`config.mk`:
```
export PLATFORM = sky130hd
export DESIGN_NAME = man_receiver
export DESIGN_NICKNAME = d
export VERILOG_FILES = /design/src/rtl/man_receiver.sv
export SDC_FILE = /design/constraint.sdc
export NUM_CORES = 1
export LEC_CHECK = 0
export CAP_MARGIN = 0
export CORE_ASPECT_RATIO = 1.75
export CORE_MARGIN = 1.5
export CORE_UTILIZATION = 50
export DETAILED_ROUTE_END_ITERATION = 7
export PLACE_DENSITY = 0.77
export SLEW_MARGIN = 25
export SYNTH_ARGS = -nofsm -noshare
export SYNTH_HDL_FRONTEND = slang
export SYNTH_SLANG_ARGS = --single-unit
```
`constraint.sdc`:
```
create_clock -name clk -period 3 [get_ports clk]
set_input_delay 0.3 -clock clk [delete_from_list [all_inputs] [get_ports clk]]
set_output_delay 0.3 -clock clk [all_outputs]
set_load 0.01 [all_outputs]
```
`src/rtl/man_receiver.sv`:
```
// man_receiver: Manchester line decoder with preamble/SFD hunt, LSB-first byte assembly and frame-end detection
module man_receiver #(
  parameter int BIT_CLKS = 10416
) (
  input  logic       clk,
  input  logic       rst,
  input  logic       rxd,
  output logic [7:0] data,
  output logic       write,
  output logic       cardet,
  output logic       eof,
  output logic       error,
  output logic [7:0] errcnt
);
  localparam int PW = $clog2(3 * BIT_CLKS / 2 + 1);
  localparam logic [PW-1:0] PH_MAX = PW'(3 * BIT_CLKS / 2);
  localparam logic [PW-1:0] PH_MIN = PW'(3 * BIT_CLKS / 4);
  localparam logic [7:0] SFD = 8'hD0;
  typedef enum logic [1:0] {IDLE, HUNT, RECEIVE} state_t;
  state_t state_q;
  logic sync1_q, sync2_q, prev_q, edg_q, full_q;
  logic [PW-1:0] ph_q, ph_d;
  logic [7:0] sreg_q, sreg_d, data_q, errcnt_q;
  logic [2:0] bcnt_q;
  logic write_q, cardet_q, eof_q, error_q;
  logic acc, tmo;
  // edg_q is registered so every edge reaches the FSM with the same fixed delay; prev_q is then the post-edge level
  always_ff @(posedge clk) begin
    if (rst) begin
      sync1_q <= 1'b1;
      sync2_q <= 1'b1;
      prev_q  <= 1'b1;
      edg_q   <= 1'b0;
    end else begin
      sync1_q <= rxd;
      sync2_q <= sync1_q;
      prev_q  <= sync2_q;
      edg_q   <= sync2_q ^ prev_q;
    end
  end
  always_comb begin
    ph_d   = (ph_q == PH_MAX) ? ph_q : ph_q + PW'(1);
    sreg_d = {prev_q, sreg_q[7:1]};
    acc    = edg_q && (ph_q >= PH_MIN);
    tmo    = !acc && (ph_d == PH_MAX);
  end
  always_ff @(posedge clk) begin
    if (rst) begin
      state_q  <= IDLE;
      ph_q     <= '0;
      sreg_q   <= '0;
      bcnt_q   <= '0;
      full_q   <= 1'b0;
      data_q   <= '0;
      write_q  <= 1'b0;
      cardet_q <= 1'b0;
      eof_q    <= 1'b0;
      error_q  <= 1'b0;
      errcnt_q <= '0;
    end else begin
      write_q <= 1'b0;
      eof_q   <= 1'b0;
      error_q <= 1'b0;
      ph_q    <= ph_d;
      case (state_q)
        IDLE: if (edg_q && prev_q) begin
          state_q  <= HUNT;
          cardet_q <= 1'b1;
          sreg_q   <= sreg_d;
          ph_q     <= '0;
          bcnt_q   <= 3'd1;
          full_q   <= 1'b0;
        end
        HUNT: if (acc) begin
          sreg_q <= sreg_d;
          ph_q   <= '0;
          bcnt_q <= bcnt_q + 3'd1;
          full_q <= full_q || (&bcnt_q);
          if ((full_q || (&bcnt_q)) && sreg_d == SFD) begin
            state_q <= RECEIVE;
            bcnt_q  <= '0;
          end
        end else if (tmo) begin
          state_q  <= IDLE;
          cardet_q <= 1'b0;
        end
        RECEIVE: if (acc) begin
          sreg_q <= sreg_d;
          ph_q   <= '0;
          bcnt_q <= bcnt_q + 3'd1;
          if (&bcnt_q) begin
            data_q  <= sreg_d;
            write_q <= 1'b1;
          end
        end else if (tmo) begin
          state_q  <= IDLE;
          cardet_q <= 1'b0;
          eof_q    <= bcnt_q == 3'd0;
          error_q  <= bcnt_q != 3'd0;
          if (bcnt_q != 3'd0 && !(&errcnt_q)) errcnt_q <= errcnt_q + 8'd1;
        end
        default: state_q <= IDLE;
      endcase
    end
  end
  assign data   = data_q;
  assign write  = write_q;
  assign cardet = cardet_q;
  assign eof    = eof_q;
  assign error  = error_q;
  assign errcnt = errcnt_q;
endmodule

```
==> reports/results.txt, run 1 <==
The run gives 119 um as the wire length on met3. The share of final-layout standard cells stronger than drive strength 1 is 0.114, and the total die area is 5710 sq um. The synthesized-area fraction occupied by ao, oa, aoi and oai cells was 0.122; the residual antenna-violating net count after detailed routing was 0.

The relative contribution of the clock network to total power is 0.354. The tools report the number of global-route vias before repair as 2168. In the routed design, unresolved DRC markers number 4. The hold-critical path endpoint is sync2_q. The CTS sink count was 51; the count of standard-cell rows was 34. The tools report the worst hold path startpoint as sync1_q.

After technology mapping, the gate count stands at 309. Largest stage delay on the critical path: 0.57 ns. The number of vias in the routed layout is 2281. On the critical path the largest part of the delay comes from simple AND/OR/NAND/NOR gates.

Power spread over the standard cell area amounts to 448 nW/um^2. The critical path is of the reg -> reg type. The basic-gate share of the synthesized area counting and, or, nand and nor cells works out to 0.282. After synthesis, the cell types taking the most area are sky130_fd_sc_hd__dfxtp_1, sky130_fd_sc_hd__nor2_1, sky130_fd_sc_hd__ha_1. The floorplan step set the die height to 98.9 um. Counting flops and latches in the post-synthesis netlist gives 51. The run gives 0 as the number of endpoints with negative hold slack in the final report. Signed area change from the synthesized netlist to the final layout: 17.7%. The flow ran to the end, but the final reports show violations. The number of stages on the worst hold path came out at 1.

The detailed router finished its first iteration with 109 violations. The register share of total power was 0.517; the area of the core was 5020 sq um. The fraction of synthesized cell area in xor and xnor cells is 0.0534, and the number of maximum-capacitance constraint violations is 0. The final clock period utilization by the worst path is 0.971, and the worst-case clock skew is 0.00743 ns.

The number of H-tree levels is 2, and the slack of the worst reg-to-reg path is 0.09 ns. The later pin in the worst-skew pair is clocked with a latency of 0.30 ns. The number of nets handed over by synthesis was 323. For the count of final max-slew check failures, the log shows 0.

The highest routed metal layer is met4. The internal power is 1.03 mW, and the post-synthesis share of cell area spent on full adders, half adders and majority gates is 0.0524. Once layout is done, the placed cells without fillers occupy 3090 sq um.

The placed standard-cell area was 2970 sq um; the sequential cell area fraction in the yosys report was 0.389. The portion of synthesized cell area occupied by the leading cell type is 0.389, and the final design utilization is 0.615. The type of the tightest min-delay check is reg -> reg. For the post-synthesis instance area, the log shows 2630 sq um. In this run the mean area of a mapped cell was 8.50 sq um. The tools report the first-pass GRT wire length as 9180 um.

Clock-pin slew was measured on the worst setup and hold paths at 0.09 ns. At the pin with the least slew margin, the transition time is 0.600 ns. The number of different library cells used by synthesis comes to 53. After synthesis, the largest family of logic cells by area is simple AND/OR/NAND/NOR gates. From left edge to right edge, the die measures 57.8 um. For the worst setup path, the data arrival time is 3.10 ns. Walking the worst path, the cells encountered are or4b_1, or4_4, mux2i_1, or4b_4, nor4_4, nand4_1, mux2_1. The worst path in the final design needs a cycle of 2.91 ns, including I/O delays and setup. Buffers inserted to repair hold after CTS numbered 0. TritonCTS built the clock tree. The logs give 354 for the count of nets after finishing and 5540 um for the total wire length. Counting the fill cells in the layout gives 442. The setup-violating endpoint count in the final report was 0.

The largest area contributor in the netlist was sky130_fd_sc_hd__dfxtp_1. At the end of routability-driven placement, the weighted congestion stood at 0.914. By instance count, the leading cell after synthesis is sky130_fd_sc_hd__dfxtp_1. In the routed layout, each cell is associated on average with a via count of 5.77. Highest net fanout along the worst path: 4. Counting tap cells, the placed design contains a total of 387 instances. Summed over all nets, the switching power comes to 0.350 mW. For this design the static power due to leakage is 1.23 nW. After global routing the overflow that remains totals 0. The run gives 0 as the initial antenna violation count.

The fraction of power spent switching nets came out at 0.253. The combined global-route utilization of all metal layers is 0.200, and the post-cts sizing count is 0. For the top-level port count, the log shows 23.

For this run, the detailed router's first-pass iteration total came to 6. The initial cell density of the core is 0.523. The critical path endpoint category was a register.

The share of synthesized area spent on multiplexers came out at 0.0591. The checks that failed: DRC. The kind of start point of the critical path is a register. The worst supply voltage drop on vdd is 0.000415 V.

Setup repair after global routing could not meet its margin everywhere. The most used flip-flop cell after synthesis is sky130_fd_sc_hd__dfxtp_1. Timing would allow up to 343 MHz. The detailed-placement wirelength estimate is 4040 um, and the total negative slack is 0 ns. The tools report the logic gate share of total power as 0.129. The Yosys warning count came out at 0. The root buffer cell chosen for the clock tree is sky130_fd_sc_hd__clkbuf_8. Across all hold checks on the routed design, the worst slack comes to 0.427 ns. Among all stages on the critical path, the largest delay is contributed by sky130_fd_sc_hd__or4b_4. In this run, CTS created clock tree buffers numbering 5. Together, buffers and inverters on the worst path number 0. The amount of wire on met2 after detailed routing was 3020 um. Once layout is complete, the cells apart from fillers number 395. The number of antenna cells inserted came out at 0. The endpoint required time on the critical path was 3.19 ns.

The tools report the reg-to-reg endpoint as errcnt[7]. Relative slew slack: 0.596. Entering global routing, the biggest net connects 42 pins.

After detailed routing, the wire length on met1 is 2220 um. During placement, the flow inserted port buffers numbering 22. The tools report the maximum root-to-sink buffer count as 2. For the worst flop-to-flop path, the logic depth is 7. The number of synthesized flops with an enable pin came out at 0. The fraction of synthesis flops using an asynchronous set or reset pin came out at 0.

After detailed routing, the average wire length per cell comes to 14.0 um. Buffers added to address setup during post-CTS repair amount to 0. The startpoint identified for the worst register-to-register timing path is ph_q[7].

The cell depth of the worst setup path is 7. By count the netlist is led by sky130_fd_sc_hd__dfxtp_1, sky130_fd_sc_hd__nor2_1, sky130_fd_sc_hd__nand2_1.
-- worst register-to-register path, stage by stage, from the launching register on --
cell,delay (ns)
sky130_fd_sc_hd__dfxtp_1,0.32
sky130_fd_sc_hd__or4b_1,0.52
sky130_fd_sc_hd__or4_4,0.45
sky130_fd_sc_hd__mux2i_1,0.15
sky130_fd_sc_hd__or4b_4,0.57
sky130_fd_sc_hd__nor4_4,0.31
sky130_fd_sc_hd__nand4_1,0.15
sky130_fd_sc_hd__mux2_1,0.33
-- power groups by stage --
| stage | registers (mW) | clock network, mW | logic, mW |
|---|---|---|---|
| after floorplan | 0.730 | 0 | 0.122 |
| after global placement | 0.730 | 0 | 0.173 |
| after detailed placement | 0.731 | 0 | 0.178 |
| after CTS | 0.715 | 0.505 | 0.180 |
| after global routing | 0.718 | 0.533 | 0.200 |
| final | 0.715 | 0.490 | 0.179 |
-- sequential cells by signal, indices dropped and copies added, names as in the netlist, 2 cells and up --
signal,count
bcnt_q,3
data,8
errcnt,8
ph_q,14
sreg_q,7
state_q,2
-- how the worst max path moves through the flow --
stage / start / endpoint / slack (ns)
3_3_place_gp: ph_q[7] / errcnt[7] / 0.1
3_5_place_dp: ph_q[7] / errcnt[7] / 0.07
2_1_floorplan: ph_q[3] / errcnt[7] / -0.16
5_1_grt: ph_q[7] / errcnt[7] / -0.05
4_1_cts: ph_q[7] / errcnt[7] / 0.03
6_report: ph_q[7] / errcnt[7] / 0.09
-- cells in the final DEF (no fill, tap or decap), types with 7 or more instances in the layout --
cell	instances
sky130_fd_sc_hd__xor2_1	7
sky130_fd_sc_hd__ha_1	11
sky130_fd_sc_hd__a21oi_1	15
sky130_fd_sc_hd__inv_1	8
sky130_fd_sc_hd__nand2_1	27
sky130_fd_sc_hd__xnor2_1	9
sky130_fd_sc_hd__buf_4	18
sky130_fd_sc_hd__o21ai_0	13
sky130_fd_sc_hd__and3_1	9
sky130_fd_sc_hd__mux2i_1	11
sky130_fd_sc_hd__nand4_1	7
sky130_fd_sc_hd__clkdlybuf4s50_1	22
sky130_fd_sc_hd__nor2_1	46
sky130_fd_sc_hd__dfxtp_1	50
sky130_fd_sc_hd__nand3_1	10
-- kinds of logic (layout without fill, tap and decap cells) --
kind of cell / Yosys count / count (layout)
compound gates: 51 / 51
simple gates: 141 / 141
buf+inv: 24 / 56
xor+xnor: 16 / 16
mux: 15 / 15
flops: 51 / 51
fa+ha+maj: 11 / 11
-- metal layers --
layer  vias to the layer above  track usage
li1                       1136            -
met4                         0        0.104
met5                         -            0
met2                        43        0.357
met1                      1085        0.215
met3                        17       0.0367
-- area by class of cell --
type	count	area (sq um)	share of cell area
sequential	51	1020	0.331
inverter	8	30.0	0.00972
tap	54	67.6	0.0219
multi-input combinational	234	1500	0.484
clock buffer	6	82.6	0.0267
timing repair buffer	40	355	0.115
clock inverter	2	35.0	0.0113
-- stage by stage --
stage,setup slack [ns],total power [mW]
4_1_cts,0.0257,1.40
3_3_place_gp,0.0980,0.903
3_5_place_dp,0.0653,0.909
6_report,0.0880,1.38
2_1_floorplan,-0.157,0.852
5_1_grt,-0.0479,1.45
(Power assumes the default switching activity.)
==> run 2: changes to the inputs <==
- GPL_TIMING_DRIVEN: unset -> 1
==> results of run 2 <==
The final DEF is identical to that of run 1; final timing and power are the same.
==> run 3: changes to the inputs <==
- CORE_MARGIN: 1.5 -> 2
==> reports/results.txt, run 3 (synthesis results as in run 1) <==
The flow ran to the end, but the final reports show violations. Violated checks: DRC (unchanged). The count of buffer and inverter cells on the critical path is 0 (unchanged), and the area of the core is 5020 sq um (unchanged). The tools report the logic gate share of total power as 0.131 (was 0.129).

For the clock buffer count from CTS, the log shows 5 (unchanged). The number of design-rule violations left by the first detailed-router iteration is 63 (was 109). The worst supply voltage drop on vdd is 0.000344 V (was 0.000415 V). For the setup-violating endpoint count in the final report, the log shows 0 (unchanged). The run gives 1 (was 4) as the remaining routing DRC violations.

TritonCTS built the clock tree. The run gives 2 (unchanged) as the maximum root-to-sink buffer count. Final clock period utilization by the worst path: 0.979 (was 0.971).

Path type of the worst setup path: reg -> reg (unchanged). The height of the die is 99.9 um (was 98.9 um), and the floorplan die width is 58.8 um (was 57.8 um). The fraction of power spent switching nets was 0.263 (was 0.253). Most frequent cells in the layout: sky130_fd_sc_hd__dfxtp_1, sky130_fd_sc_hd__nor2_1, sky130_fd_sc_hd__nand2_1, sky130_fd_sc_hd__clkdlybuf4s50_1, sky130_fd_sc_hd__buf_4 (unchanged).

The type of the tightest min-delay check was reg -> reg (unchanged). The kind of start point of the critical path is a register (unchanged). The clock-pin slew on the worst setup and hold paths works out to 0.10 ns (was 0.09 ns). Setup repair after global routing could not meet its margin everywhere.

The number of flip-flops under the largest register name was 14 (unchanged); the final design utilization was 0.618 (was 0.615). The number of maximum-capacitance constraint violations is 0 (unchanged). The run gives 354 (unchanged) as the count of nets after finishing.

The tools report the timing-limited maximum frequency as 340 MHz (was 343 MHz). For the minimum setup slack after placement, the log shows 0.0223 ns (was 0.0653 ns). The leakage power was 1.23 nW (about the same).

For the internal power, the log shows 1.01 mW (was 1.03 mW). The register containing the most flip-flops in the final layout is ph_q (unchanged). The tools report the endpoint required time on the critical path as 3.20 ns (was 3.19 ns).

The largest stage delay on the critical path works out to 0.56 ns (was 0.57 ns). Cell with the most instances on the worst path: sky130_fd_sc_hd__or4b_4. Final period demand of the worst path: 2.94 ns (was 2.91 ns).

The logs give 0.0629 ns (was 0.0880 ns) for the worst setup margin and 0 (unchanged) for the total congestion overflow after global routing. The total die area was 5870 sq um (was 5710 sq um); the top-level port count was 23 (unchanged). Count of final max-slew check failures: 0 (unchanged).

The number of port buffers was 22 (unchanged); the total instance count after detailed placement was 387 (unchanged). The signed area change from the synthesized netlist to the final layout is 18.1% (was 17.7%), and the combined global-route utilization of all metal layers is 0.201 (was 0.200). The logs give 34 (unchanged) for the count of standard-cell rows and 395 (unchanged) for the count of placed standard cells in the final layout, fillers left out.

Slew at the pin closest to its max-slew limit: 0.619 ns (was 0.600 ns). For the detailed-placement wirelength estimate, the log shows 4130 um (was 4040 um). The initial antenna violation count is 0 (unchanged), and the maximum number of pins on one net before global-route repair is 32 (was 42).

Number of global-route vias before repair: 2248 (was 2168). The number of setup buffers added after CTS is 0 (unchanged). For the relative slew slack, the log shows 0.584 (was 0.596).

The run gives 2 (unchanged) as the number of H-tree levels. The top cell family by delay on the critical path is simple AND/OR/NAND/NOR gates (unchanged). The highest net fanout along the worst path is 4 (unchanged), and the share of final-layout standard cells stronger than drive strength 1 is 0.129 (was 0.114). The total design power came out at 1.38 mW (about the same).

The tools report the total wire length as 5440 um (was 5540 um). The number of buffers inserted by hold repair at cts was 0 (unchanged); the power density over the cells was 444 nW/um^2 (was 448 nW/um^2). Number of endpoints with negative hold slack in the final report: 0 (unchanged).

Most common cell after layout, fill and taps aside: sky130_fd_sc_hd__dfxtp_1 (unchanged). The first-pass GRT wire length is 9390 um (was 9180 um), and the residual antenna-violating net count after detailed routing is 0 (unchanged). For the clock network latency to the later pin of the worst-skew pair, the log shows 0.31 ns (was 0.30 ns). The routed wirelength normalized by instance count was 13.8 um (was 14.0 um). Net switching power of the design: 0.363 mW (was 0.350 mW). The root buffer cell is sky130_fd_sc_hd__clkbuf_8 (unchanged). The CTS sink count is 51 (unchanged), and the worst-case clock skew is 0.00974 ns (was 0.00743 ns).

The tools report the routability congestion estimate from global placement as 0.891 (was 0.914). The register share of total power was 0.519 (was 0.517). The critical path endpoint category was a register (unchanged).

The run gives 2261 (was 2281) as the number of vias in the routed layout. The tools report the number of antenna cells inserted as 0 (unchanged). The initial cell density of the core is 0.523 (unchanged), and the relative contribution of the clock network to total power is 0.351 (was 0.354). The run gives 3.14 ns (was 3.10 ns) as the worst endpoint data arrival time. The number of optimization iterations in the first detailed-route pass was 6 (unchanged). The library cell contributing the largest single delay on the critical path is sky130_fd_sc_hd__or4b_4 (unchanged). Cells traversed along the worst timing path: or4b_4, or4_4, mux2i_2, or4b_4, nor4_4, nand4_1, mux2_4 (was or4b_1, or4_4, mux2i_1, or4b_4, nor4_4, nand4_1, mux2_1). The mean number of vias per cell works out to 5.72 (was 5.77).

The tools report the worst hold slack as 0.424 ns (was 0.427 ns).
==> run 3: path summary, 6_finish.rpt <==
kind,slack [ns],cells past startpoint,to,start
min reg2reg,0.42,1,sync2_q,sync1_q
max reg2reg,0.06,7,errcnt[7],ph_q[7]
min,0.42,1,sync2_q,sync1_q
max,0.06,7,errcnt[7],ph_q[7]
==> run 3: worst reg2reg max path: stages, from the launching register on <==
cell	delay, ns
sky130_fd_sc_hd__dfxtp_2	0.33
sky130_fd_sc_hd__or4b_4	0.52
sky130_fd_sc_hd__or4_4	0.46
sky130_fd_sc_hd__mux2i_2	0.17
sky130_fd_sc_hd__or4b_4	0.56
sky130_fd_sc_hd__nor4_4	0.31
sky130_fd_sc_hd__nand4_1	0.17
sky130_fd_sc_hd__mux2_4	0.32
==> run 3: stage by stage <==
stage / TNS (ns) / cell area, sq um
after global routing: -0.111 / 3100
final: 0 / 3100
after CTS: 0 / 3080
after floorplan: -0.307 / 2640
after detailed placement: 0 / 2970
after global placement: 0 / 2970
==> run 3: what timing repair did <==
| action | CTS | global route |
|---|---|---|
| resized for setup | 0 | 5 |
| endpoints found under the setup margin | 0 | 6 |
| hold endpoints to repair | 0 | 0 |
==> run 3: area by class of cell <==
cell class / count / area (sq um)
repair buffers: 40 / 355
inverters: 8 / 30.0
multi-input cells: 234 / 1510
flip-flops and latches: 51 / 1020
well taps: 54 / 67.6
clock inverters: 3 / 43.8
clock buffers: 5 / 68.8
fillers: 440 / 1920
==> run 3: power by group through the flow <==
stage	combinational, mW	clock, mW	sequential, mW
6_report	0.180	0.483	0.714
5_1_grt	0.204	0.518	0.718
4_1_cts	0.177	0.485	0.714
3_5_place_dp	0.177	0	0.730
3_3_place_gp	0.173	0	0.730
2_1_floorplan	0.122	0	0.730
==> run 3: layer usage <==
metal / GRT usage / vias to the layer above / wire length, um
li1: - / 1138 / -
met3: 0.0361 / 15 / 132
met2: 0.368 / 44 / 2980
met4: 0.108 / 0 / 161
met1: 0.206 / 1064 / 2170
met5: 0 / - / 0
